<file path="config.mk">
export PLATFORM = sky130hd
export DESIGN_NAME = tmr_triplicating_reg
export DESIGN_NICKNAME = d
export VERILOG_FILES = /design/src/rtl/tmr_triplicating_reg.sv
export SDC_FILE = /design/constraint.sdc
export NUM_CORES = 1
export LEC_CHECK = 0
export CAP_MARGIN = 20
export CORE_MARGIN = 2
export CORE_UTILIZATION = 46
export DETAILED_ROUTE_END_ITERATION = 6
export GPL_TIMING_DRIVEN = 0
export MAX_ROUTING_LAYER = met4
export PLACE_DENSITY = 0.84
export SYNTH_ARGS = -nofsm -noshare
export SYNTH_HDL_FRONTEND = slang
export SYNTH_SLANG_ARGS = --single-unit
</file>
<file path="constraint.sdc">
create_clock -name clk_i -period 1.9 [get_ports clk_i]
set_input_delay 0.38 -clock clk_i [delete_from_list [all_inputs] [get_ports clk_i]]
set_output_delay 0.38 -clock clk_i [all_outputs]
set_load 0.03 [all_outputs]
</file>
<file path="src/rtl/tmr_triplicating_reg.sv">
// tmr_triplicating_reg: triple-copy register with per-bit majority scrubbing, fault injection and mismatch reporting.
// Optional error counter enabled by defining TMR_ERR_CNT_EN; otherwise err_cnt_o is tied to zero.
module tmr_triplicating_reg #(
  parameter int WIDTH = 4,
  parameter int CNT_W = 8,
  parameter logic [WIDTH-1:0] RST_VAL = '0
) (
  input  logic                 clk_i,
  input  logic                 rst_i,
  input  logic                 wr_en_i,
  input  logic [WIDTH-1:0]     data_i,
  input  logic                 inj_en_i,
  input  logic [1:0]           inj_sel_i,
  input  logic [WIDTH-1:0]     inj_mask_i,
  input  logic                 err_clr_i,
  output logic [3*WIDTH-1:0]   tmr_o,
  output logic [WIDTH-1:0]     data_o,
  output logic                 warn_o,
  output logic [CNT_W-1:0]     err_cnt_o
);
  logic [WIDTH-1:0] a_q, b_q, c_q, a_d, b_d, c_d, vote;
  logic mismatch, inj, warn_q;
  always_comb begin
    vote = (a_q & b_q) | (b_q & c_q) | (a_q & c_q);
    mismatch = (a_q != vote) || (b_q != vote) || (c_q != vote);
    inj = inj_en_i && (inj_sel_i != 2'd3);
    // injection holds the untouched copies so the upset stays visible for a cycle
    a_d = wr_en_i ? data_i : inj ? (inj_sel_i == 2'd0 ? a_q ^ inj_mask_i : a_q) : vote;
    b_d = wr_en_i ? data_i : inj ? (inj_sel_i == 2'd1 ? b_q ^ inj_mask_i : b_q) : vote;
    c_d = wr_en_i ? data_i : inj ? (inj_sel_i == 2'd2 ? c_q ^ inj_mask_i : c_q) : vote;
  end
  always_ff @(posedge clk_i or posedge rst_i) begin
    if (rst_i) begin
      a_q <= RST_VAL;
      b_q <= RST_VAL;
      c_q <= RST_VAL;
      warn_q <= 1'b0;
    end else begin
      a_q <= a_d;
      b_q <= b_d;
      c_q <= c_d;
      warn_q <= mismatch;
    end
  end
  assign tmr_o  = {a_q, b_q, c_q};
  assign data_o = vote;
  assign warn_o = warn_q;
`ifdef TMR_ERR_CNT_EN
  logic [CNT_W-1:0] cnt_q, cnt_d;
  always_comb cnt_d = err_clr_i ? '0 : (mismatch && cnt_q != '1) ? cnt_q + 1'b1 : cnt_q;
  always_ff @(posedge clk_i or posedge rst_i) begin
    if (rst_i) cnt_q <= '0;
    else cnt_q <= cnt_d;
  end
  assign err_cnt_o = cnt_q;
`else
  logic unused_clr;
  assign unused_clr = err_clr_i;
  assign err_cnt_o = '0;
`endif
endmodule

</file>
==> impl_results.md, run 1 <==
* Grt ovf at 0
* Power per cell area at 739.5 nW/um^2
* Clk Latency, worst-skew pair at 0.28 ns
* Worst R2R End: c_q[1]
* Worst Slack Setup Final at 0.06459 ns
* Vias at 908
* Pre-Repair DR Iteration Count at 4
* Number of CTS-inserted buffers at 3
* Crit path DAT at 1.46 ns
* Clock power frac at 17.0%
* CTS sink count at 13
* Reg2Reg Setup Slack at 0.61 ns
* Die span in y at 50.59 um
* Setup crit start kind: flip-flop
* Post-Synthesis Cell Area at 998.5 um^2
* GRT Util Overall at 19.65%
* Initial antenna violation count at 0
* Port-buffer cells at 30
* Initial Utilization at 49.88%
* Sw Ratio at 41.30%
* NetSw at 422.2 uW
* WL per Instance at 12.64 um
* DRT antenna net count at 0
* VDD IR max at 386.2 uV
* Iter 0 DRT Violations at 14
* Critical path class: flip-flop to primary output
* Max Freq at 544.8 MHz
* Commonest non-fill, non-tap cell in the layout: clkdlybuf4s50_1
* WL final at 2199 um
* Vias per inst at 5.218
* Placer congestion estimate at 0.8377
* DR DRC count at 0
* CP peak stage delay at 0.71 ns
* Reg2reg start: b_q[1]
* Slowest-stage cell, CP: clkdlybuf4s50_1
* Critical path cell sequence: clkdlybuf4s50_1
* H-tree depth at 1
* Synthesized flop and latch total at 13
* Slew at the pin with the worst max-slew slack at 0.4907 ns
* # IOs at 40
* Worst hold slack at 0.4138 ns
* Core Region at 2002 um^2
* Yosys cell types at 25
* Reg power frac at 37.3%
* Comb power frac at 45.7%
* Fin nets at 163
* Leak pwr at 0.0005687 uW
* Worst Path Max Fanout at 6
* Clk pin slew, worst setup/hold paths at 0.09 ns
* Buf/Inv on CP at 1
* Yosys Warn Count at 0
* Slew Viols, Final at 0
* Syn avg cell area at 9.419 um^2
* Sequential fraction of the synthesis area at 32.58%
* Register-to-Register Path Depth at 3
* Final setup viols at 0
* CP Data Required Time at 1.52 ns
* Inserted Diodes at 0
* Post-route cell area at 1383 um^2
* Num rows at 16
* Int Power at 600.1 uW
* Pin count of the biggest net entering global routing at 14
* Post-DP HPWL at 1702 um
* Die X at 50.59 um
* RSZ-0062 raised after global routing: no
* Crit. End Element: primary output
* First-pass GRT wire length at 3698 um
* Clock skew at 0.009009 ns
* CTS root buffer: clkbuf_4
* Status: finished, final reports clean
* Slew HR at 67.05%
* Pre-CTS setup slack at 0.09789 ns
* MaxCap Viol Count at 0
* HP Class: input pin to async pin
* Setup TNS at 0 ns
* Placed Area at 1359 um^2
* Die ar. at 2559 um^2
* Clock buffer depth at 2
* Hold_buf cts at 0
* Top Family by Delay on Critical Path: buffers and inverters
* Layout area overhead at 38.47%
* TritonCTS clock tree: yes
* Vias in the first global route at 808
* Most frequent cells in the layout: clkdlybuf4s50_1 (25), dfrtp_1 (13), xor2_1 (12), nand2_1 (11), a31oi_1 (10)
* Layout cells sized above 1 at 20.41%
* Tcrit/Tclk final at 96.60%
* Min cycle time layout at 1.835 ns
* Mapped Cells at 106
* Finished Core Util at 69.06%
* Final hold violations at 0
-- routing by layer --
layer,track usage (%),wire (um),vias up
met4,8.108,19,0
met3,2.679,129,2
met2,32.02,1114,35
li1,-,-,449
met5,-,0,-
met1,24.54,935,422
-- cell usage after synthesis (all sizes together) --
| cell | number | share of area, % |
|---|---|---|
| dfrtp | 13 | 33 |
| a31oi | 12 | 8.8 |
| xor2 | 12 | 11 |
| buf | 11 | 9.4 |
| nand2 | 11 | 4.1 |
| o21ai | 8 | 5.9 |
| nand2b | 6 | 3.8 |
| a21oi | 4 | 2.8 |
| maj3 | 4 | 4.5 |
| nand3 | 4 | 2.0 |
| o31ai | 4 | 3.0 |
| or3 | 4 | 2.5 |
| or2b | 3 | 2.3 |
| a22oi | 2 | 1.5 |
| or3b | 2 | 1.8 |
| a21bo | 1 | 1.0 |
| a21boi | 1 | 1.1 |
| conb | 1 | 0.38 |
| inv | 1 | 0.38 |
| or2 | 1 | 0.88 |
| xnor2 | 1 | 0.88 |
-- layout make-up --
class                   count  area (um^2)
clock buffers               4        26.28
well taps                  27        33.78
repair buffers             30        297.8
fillers                   173        619.3
flip-flops and latches     13        325.3
plain buffers              11        93.84
multi-input cells          88        601.8
inverters                   1        3.754
-- worst max-delay path by stage --
stage,cells after the start,startpoint,end,slack [ns]
final,1,b_q[2],tmr_o[6],0.06
after global routing,1,b_q[2],tmr_o[6],0.001
after CTS,1,b_q[1],tmr_o[5],0.05
after detailed placement,4,inj_en_i,c_q[2],0.1
after global placement,4,inj_en_i,b_q[3],0.13
after floorplan,3,b_q[2],a_q[2],0.46
-- power groups by stage --
stage | Combinational (uW) | Sequential, uW | Clock (uW)
finish | 467 | 381 | 174
global route | 502 | 390 | 192
CTS | 471 | 380 | 171
detailed placement | 483 | 386 | 0
global placement | 476 | 384 | 0
floorplan | 236 | 450 | 0
-- repair_timing --
action / CTS / global route
buffers inserted: 0 / 0
hold endpoints to repair: 0 / 0
setup endpoints to repair: 4 / 1
pin swaps: 0 / 0
resized for setup: 4 / 1
-- logic make-up (layout without fill, tap and decap cells) --
group	Yosys count	after routing	share of synthesized area, %
other	1	8	0.3756
xor gates and xnor gates	13	13	11.40
adders and majority gates	4	4	4.511
DFF	13	13	32.58
buffers and inverters	12	46	9.774
AOI/OAI and AO/OA	32	32	24.06
and+or+nand+nor	31	31	17.29
-- flip-flops by register name, summed over array words and instances, names as in the netlist --
signal  flops
c_q         4
b_q         4
warn_o      1
a_q         4
-- through the flow --
step	std cells	total power (uW)
2_1_floorplan	113	686.1
3_3_place_gp	170	860.0
4_1_cts	174	1022
5_1_grt	174	1084
6_report	174	1022
3_5_place_dp	170	869.1
No activity file was read; power rests on OpenSTA's default activity.
==> inputs of run 2 (changes only) <==
--- a/config.mk
+++ b/config.mk
@@ -12,6 +12,7 @@
 export GPL_TIMING_DRIVEN = 0
 export MAX_ROUTING_LAYER = met4
 export PLACE_DENSITY = 0.84
+export SLEW_MARGIN = 20
 export SYNTH_ARGS = -nofsm -noshare
 export SYNTH_HDL_FRONTEND = slang
 export SYNTH_SLANG_ARGS = --single-unit
==> results of run 2 <==
Final layout, timing and power as in run 1 (identical DEF).
